`src/rtl/noise_gen_pipelined_if.sv`:
```
`default_nettype none
// ============================================================================
// Module   : noise_gen_pipelined_if
// Brief    : Start/stop handshake and sample bus of the Gaussian noise source.
// Revision : 1.0
// ============================================================================
interface noise_gen_pipelined_if #(
    parameter int OUT_W = 12
);
    logic [1:0]       SIGNAL_TYPE;
    logic [9:0]       T_IMPULSE;
    logic             SIGN_START_GEN;
    logic             OUT_REG_READY;
    logic             ABORT;
    logic             BUSY;
    logic             SIGN_START_CALC;
    logic             SIGN_STOP_CALC;
    logic             NOISE_VALID;
    logic [OUT_W-1:0] NOISE_OUT;

    modport master (
        output SIGNAL_TYPE, T_IMPULSE, SIGN_START_GEN, OUT_REG_READY, ABORT,
        input  BUSY, SIGN_START_CALC, SIGN_STOP_CALC, NOISE_VALID, NOISE_OUT
    );

    modport slave (
        input  SIGNAL_TYPE, T_IMPULSE, SIGN_START_GEN, OUT_REG_READY, ABORT,
        output BUSY, SIGN_START_CALC, SIGN_STOP_CALC, NOISE_VALID, NOISE_OUT
    );
endinterface
`default_nettype wire

```
`src/rtl/noise_gen_pipelined.sv`:
```
`default_nettype none
// ============================================================================
// Module   : noise_gen_pipelined
// Brief    : LCG-based Gaussian noise source, N_SUM taps/sample, 3-stage
//            output pipeline. Define NOISE_GEN_SATURATE_EN to clip at S3.
// Revision : 1.0
// ============================================================================
module noise_gen_pipelined #(
    parameter int     OUT_W          = 12,
    parameter int     LCG_W          = 36,
    parameter int     TAP_W          = 16,
    parameter int     N_SUM          = 12,
    parameter longint LCG_A          = 31,
    parameter longint LCG_C          = 1,
    parameter longint SEED           = 16383,
    parameter int     SIGMA_MUL      = 682,
    parameter int     SHIFT          = 16,
    parameter int     MEAN           = 2047,
    parameter int     SAMPLES_PER_US = 13000,
    parameter int     NOISE_TYPE     = 3
) (
    input  wire                   CLK,
    input  wire                   RESET,
    noise_gen_pipelined_if.slave  bus
);
    localparam int SUM_W = TAP_W + 5;
    localparam int C_W   = SUM_W + 1;
    localparam int P_W   = C_W + 17;

    localparam logic [LCG_W-1:0]      C_LCG_A  = LCG_W'(LCG_A);
    localparam logic [LCG_W-1:0]      C_LCG_C  = LCG_W'(LCG_C);
    localparam logic [LCG_W-1:0]      C_SEED   = LCG_W'(SEED);
    localparam logic signed [C_W-1:0] C_OFFSET = C_W'(N_SUM) << (TAP_W - 1);
    localparam logic signed [P_W-1:0] C_SIGMA  = P_W'(SIGMA_MUL);

    localparam logic [1:0] S_IDLE  = 2'd0;
    localparam logic [1:0] S_RUN   = 2'd1;
    localparam logic [1:0] S_DRAIN = 2'd2;

    logic [1:0]            r_state, w_next_state;
    logic [31:0]           r_num, r_cnt;
    logic [LCG_W-1:0]      r_z, w_z_step;
    logic [SUM_W-1:0]      w_sum, r_sum;
    logic signed [C_W-1:0] w_c;
    logic signed [P_W-1:0] w_prod, w_p, r_p;
    logic [OUT_W-1:0]      w_noise, r_out;
    logic                  r_v1, r_v2, r_v3;
    logic                  r_start_pulse, r_abort_stop;
    logic                  w_accept, w_issue, w_last_issue, w_drain_done, w_abort;

    assign w_accept = (r_state == S_IDLE) && bus.SIGN_START_GEN && bus.OUT_REG_READY
                      && (bus.SIGNAL_TYPE == 2'(NOISE_TYPE)) && (bus.T_IMPULSE != '0);
    assign w_issue      = (r_state == S_RUN) && !bus.ABORT;
    assign w_last_issue = w_issue && ((r_cnt + 32'd1) == r_num);
    // The last sample sits in S3 once S1 and S2 are empty.
    assign w_drain_done = (r_state == S_DRAIN) && !r_v1 && !r_v2;
    assign w_abort      = bus.ABORT && ((r_state == S_RUN)
                          || ((r_state == S_DRAIN) && !w_drain_done));

    // N_SUM chained LCG steps per clock; state carries across samples.
    always_comb begin
        w_z_step = r_z;
        w_sum    = '0;
        for (int i = 0; i < N_SUM; i++) begin
            w_z_step = C_LCG_A * w_z_step + C_LCG_C;
            w_sum    = w_sum + SUM_W'(w_z_step[LCG_W-1 -: TAP_W]);
        end
    end

    assign w_c    = $signed({1'b0, r_sum}) - C_OFFSET;
    assign w_prod = $signed({{(P_W-C_W){w_c[C_W-1]}}, w_c}) * C_SIGMA;
    assign w_p    = w_prod >>> SHIFT;

`ifdef NOISE_GEN_SATURATE_EN
    localparam logic signed [P_W:0] C_MEAN = (P_W+1)'(MEAN);
    localparam logic signed [P_W:0] C_YMAX = (P_W+1)'((1 << OUT_W) - 1);
    logic signed [P_W:0] w_y;
    assign w_y = $signed({r_p[P_W-1], r_p}) + C_MEAN;
    always_comb begin
        if (w_y[P_W])
            w_noise = '0;
        else if (w_y > C_YMAX)
            w_noise = '1;
        else
            w_noise = w_y[OUT_W-1:0];
    end
`else
    localparam logic signed [P_W-1:0] C_MEAN_P = P_W'(MEAN);
    assign w_noise = OUT_W'(r_p + C_MEAN_P);
`endif

    always_ff @(posedge CLK) begin
        if (RESET)
            r_state <= S_IDLE;
        else
            r_state <= w_next_state;
    end

    always_comb begin
        w_next_state = r_state;
        case (r_state)
            S_IDLE:  if (w_accept) w_next_state = S_RUN;
            S_RUN: begin
                if (w_abort)
                    w_next_state = S_IDLE;
                else if (w_last_issue)
                    w_next_state = S_DRAIN;
            end
            S_DRAIN: if (w_abort || w_drain_done) w_next_state = S_IDLE;
            default: w_next_state = S_IDLE;
        endcase
    end

    always_comb begin
        bus.BUSY            = (r_state != S_IDLE);
        bus.SIGN_START_CALC = r_start_pulse;
        bus.SIGN_STOP_CALC  = w_drain_done || r_abort_stop;
        bus.NOISE_VALID     = r_v3;
        bus.NOISE_OUT       = r_out;
    end

    always_ff @(posedge CLK) begin
        if (RESET) begin
            r_num         <= '0;
            r_cnt         <= '0;
            r_z           <= C_SEED;
            r_sum         <= '0;
            r_p           <= '0;
            r_out         <= '0;
            r_v1          <= 1'b0;
            r_v2          <= 1'b0;
            r_v3          <= 1'b0;
            r_start_pulse <= 1'b0;
            r_abort_stop  <= 1'b0;
        end else begin
            r_start_pulse <= w_accept;
            r_abort_stop  <= w_abort;
            if (w_accept) begin
                r_num <= 32'(bus.T_IMPULSE) * 32'(SAMPLES_PER_US);
                r_cnt <= '0;
                r_z   <= C_SEED;
            end else if (w_issue) begin
                r_z   <= w_z_step;
                r_cnt <= r_cnt + 32'd1;
            end
            r_v1 <= w_issue;
            r_v2 <= r_v1 && !w_abort;
            r_v3 <= r_v2 && !w_abort;
            if (w_issue)
                r_sum <= w_sum;
            if (r_v1)
                r_p <= w_p;
            if (r_v2 && !w_abort)
                r_out <= w_noise;
        end
    end
endmodule
`default_nettype wire

```
`src/flat_wrapper.sv`:
```
// flat-port wrapper written by rule: the top's interface ports become plain ports
module noise_gen_pipelined_flat 
#(
    parameter int     OUT_W          = 12,
    parameter int     LCG_W          = 36,
    parameter int     TAP_W          = 16,
    parameter int     N_SUM          = 12,
    parameter longint LCG_A          = 31,
    parameter longint LCG_C          = 1,
    parameter longint SEED           = 16383,
    parameter int     SIGMA_MUL      = 682,
    parameter int     SHIFT          = 16,
    parameter int     MEAN           = 2047,
    parameter int     SAMPLES_PER_US = 13000,
    parameter int     NOISE_TYPE     = 3
)
  (CLK, RESET, bus_SIGNAL_TYPE, bus_T_IMPULSE, bus_SIGN_START_GEN, bus_OUT_REG_READY, bus_ABORT, bus_BUSY, bus_SIGN_START_CALC, bus_SIGN_STOP_CALC, bus_NOISE_VALID, bus_NOISE_OUT);
  noise_gen_pipelined_if #(.OUT_W(OUT_W)) bus_i ();
  input  wire CLK;
  input  wire RESET;
  input wire logic [$bits(bus_i.SIGNAL_TYPE)-1:0] bus_SIGNAL_TYPE;
  input wire logic [$bits(bus_i.T_IMPULSE)-1:0] bus_T_IMPULSE;
  input wire logic [$bits(bus_i.SIGN_START_GEN)-1:0] bus_SIGN_START_GEN;
  input wire logic [$bits(bus_i.OUT_REG_READY)-1:0] bus_OUT_REG_READY;
  input wire logic [$bits(bus_i.ABORT)-1:0] bus_ABORT;
  output wire logic [$bits(bus_i.BUSY)-1:0] bus_BUSY;
  output wire logic [$bits(bus_i.SIGN_START_CALC)-1:0] bus_SIGN_START_CALC;
  output wire logic [$bits(bus_i.SIGN_STOP_CALC)-1:0] bus_SIGN_STOP_CALC;
  output wire logic [$bits(bus_i.NOISE_VALID)-1:0] bus_NOISE_VALID;
  output wire logic [$bits(bus_i.NOISE_OUT)-1:0] bus_NOISE_OUT;
  assign bus_i.SIGNAL_TYPE = bus_SIGNAL_TYPE;
  assign bus_i.T_IMPULSE = bus_T_IMPULSE;
  assign bus_i.SIGN_START_GEN = bus_SIGN_START_GEN;
  assign bus_i.OUT_REG_READY = bus_OUT_REG_READY;
  assign bus_i.ABORT = bus_ABORT;
  assign bus_BUSY = bus_i.BUSY;
  assign bus_SIGN_START_CALC = bus_i.SIGN_START_CALC;
  assign bus_SIGN_STOP_CALC = bus_i.SIGN_STOP_CALC;
  assign bus_NOISE_VALID = bus_i.NOISE_VALID;
  assign bus_NOISE_OUT = bus_i.NOISE_OUT;
  noise_gen_pipelined #(.OUT_W(OUT_W), .LCG_W(LCG_W), .TAP_W(TAP_W), .N_SUM(N_SUM), .LCG_A(LCG_A), .LCG_C(LCG_C), .SEED(SEED), .SIGMA_MUL(SIGMA_MUL), .SHIFT(SHIFT), .MEAN(MEAN), .SAMPLES_PER_US(SAMPLES_PER_US), .NOISE_TYPE(NOISE_TYPE)) u_core (.CLK(CLK), .RESET(RESET), .bus(bus_i));
endmodule
```
`config.mk`:
```
export PLATFORM = sky130hd
export DESIGN_NAME = noise_gen_pipelined_flat
export DESIGN_NICKNAME = d
export VERILOG_FILES = /design/src/rtl/noise_gen_pipelined_if.sv /design/src/rtl/noise_gen_pipelined.sv /design/src/flat_wrapper.sv
export SDC_FILE = /design/constraint.sdc
export NUM_CORES = 2
export LEC_CHECK = 0
export ABC_AREA = 1
export BUFFER_PORTS_ARGS = -buffer_cell sky130_fd_sc_hd__buf_2
export CORE_UTILIZATION = 50
export DETAILED_ROUTE_END_ITERATION = 10
export PLACE_DENSITY = 0.71
export SLEW_MARGIN = 10
export SYNTH_ARGS = -nofsm -noshare
export SYNTH_HDL_FRONTEND = slang
export SYNTH_SLANG_ARGS = --single-unit
```
`constraint.sdc`:
```
create_clock -name CLK -period 52.6 [get_ports CLK]
set_input_delay 10.52 -clock CLK [delete_from_list [all_inputs] [get_ports CLK]]
set_output_delay 10.52 -clock CLK [all_outputs]
set_load 0.02 [all_outputs]
```
==> run metrics <==
HP Class=register to register; Initial DRT Pass Iterations=8; critical path class=register to register; outcome=complete, no violations; fmax=26.4 MHz; filler cell count=11627; Bufs and invs on worst path=34; vias=48361; final hold vios=0; placed cell area=64900 um^2; final setup margin=14780 ps; Worst-path clk slew=70 ps; initial antenna violation count=0; starting density of the core=50.5%; RSZ-0062 raised after global routing=false; Cells after DPL=9268; Post-synth EDFFs=0; n_diodes=0; GR Overflow Total=0; number of global-route vias before repair=51590; top_reg_cell synth=dfxtp_1; clock latency at the later pin of the worst-skew pair=470 ps; Ys Warns=0; synthesized cell area=62500 um^2; GP Congestion=0.960; # setup viols final=0; Crit path largest cell delay=780 ps; Crit path arrival time=38180 ps; Post-DP HPWL=143 mm; Multi-input gate area=52300 um^2; core box area=124000 um^2; commonest cells in the netlist=inv_1, fa_1, nand2_1, ha_1, a21oi_1; Synth Instances=7579; Critical Path Source Type=register; Worst EP required=52970 ps; Critical Path Sink Type=register; PostCTS Resize Cnt=0; Seq/Total Area, Yosys=4.39%; root buf cell=clkbuf_16; Total GRT Usage=26.3%; critical-path maximum fanout=19; Setup Buffers After CTS=0; setup_tns=0 ps; Area contributors post-synth=fa_1, ha_1, inv_1, nand2_1, xor2_1; Max Cap Viol=0; unique cell type count in the Yosys netlist=60; Remaining DRCs=0; CTS tree=built; Avg Synthesized Cell Area=8.25 um^2; worst slew pin tran=1210 ps; final wirelength=157 mm; Post-CTS Hold Buffers=0; first-pass GRT wire length=266 mm; Synth area leader=fa_1; Slew Limit Fails=0; Slew headroom=18.7%; post-synth top area share=39.3%; #FFs+latches synth=137; Max Clock Skew=12.8 ps; I/O pin count=33; Die Wd=356 um; Starting DRT DRC Count=2398; area growth from synthesis to layout=4.79%; fin nets=9577; Routed Antenna Nets=0; final non-filler cell total=9300; Max clock buf depth=2; CTS Buf Count=17; Final Critical Period=37820 ps; top-count cell post-synth=inv_1; vias per cell=5.20; WL per Instance=16.9 um; CP delay by family, top=adder cells; async set-reset flop share out of synthesis=0%; largest net degree at the start of global routing=63; Die ar.=126000 um^2; Die Y=356 um; row cnt=129; pre-CTS WS=14700 ps; share of post-route cells with drive strength above 1=2.92%; Most Frequent Cell on Critical Path=inv_1; Port Buffers=32; final instance area=65500 um^2; area occupied by registers=2740 um^2; CTS sink cnt=137; slowest CP cell=dfxtp_1; period utilization=71.9%; H-Tree Depth=4
==> metrics by stage <==
step	util [%]	hold slack, ps
2_1_floorplan	-	406
3_3_place_gp	52.4	432
3_5_place_dp	52.4	436
4_1_cts	52.9	471
5_1_grt	52.9	485
6_report	52.9	457
==> layer usage <==
layer	vias up	share of wire [%]	GRT usage [%]
met3	198	3.4	2.03
met4	0	3.1	7.87
li1	23415	-	-
met1	23863	44	34.3
met2	885	50	46.4
met5	-	0	0
==> registers in the layout, indices dropped and copies added, names as in the netlist, 2 cells and up <==
signal,cells
u_core.bus.NOISE_OUT,12
u_core.r_z,33
u_core.r_cnt,32
u_core.r_p,12
u_core.r_num,21
u_core.r_sum,20
u_core.r_state,2
==> final cells by class <==
class                   instances  area share, %
clock buffers                  18          0.655
clock inverters                14          0.243
inverters                    1971           11.3
multi-input cells            5459           79.9
flip-flops and latches        137           4.19
well taps                    1637           3.13
repair buffers                 64          0.611
==> final timing paths <==
path / slack (ps) / endpoint / cells after the start / start
worst max register to register: 14780 / u_core.r_sum[18] / 136 / u_core.r_z[3]
worst max-delay path: 14780 / u_core.r_sum[18] / 136 / u_core.r_z[3]
worst min-delay path: 460 / u_core.bus.NOISE_OUT[0] / 1 / u_core.r_p[0]
worst min register to register: 460 / u_core.bus.NOISE_OUT[0] / 1 / u_core.r_p[0]
==> cells in the final DEF (no fill, tap or decap), drive strengths merged, types with 16 or more instances in the layout <==
cell type | netlist | layout
nand3 | 193 | 193
o21bai | 88 | 88
nand2 | 1054 | 1054
nor3 | 54 | 54
xnor2 | 167 | 167
clkbuf | 35 | 18
conb | 2 | 33
a21oi | 588 | 588
a21boi | 23 | 23
nand4 | 41 | 41
nor2 | 371 | 371
inv | 1971 | 1979
o211ai | 23 | 23
nor4 | 16 | 16
buf | 8 | 64
o21ai | 325 | 325
a31oi | 41 | 41
fa | 1226 | 1226
dfxtp | 137 | 137
a21o | 56 | 56
ha | 684 | 684
xor2 | 360 | 360
o21a | 16 | 16
==> kinds of logic (layout without fill, tap and decap cells) <==
logic type / after synthesis / in the layout / share of synthesized area, %
adders and majority gates: 1910 / 1910 / 53.0
AOI/OAI and AO/OA: 1224 / 1224 / 11.3
xor gates and xnor gates: 529 / 529 / 7.53
buffers and inverters: 2014 / 2067 / 12.1
other: 2 / 33 / 0.0120
and+or+nand+nor: 1763 / 1763 / 11.8
DFF: 137 / 137 / 4.39
Power is left out: the tool's default activity adds up to more than one toggle a clock period on the data nets, which glitch-free logic cannot reach.
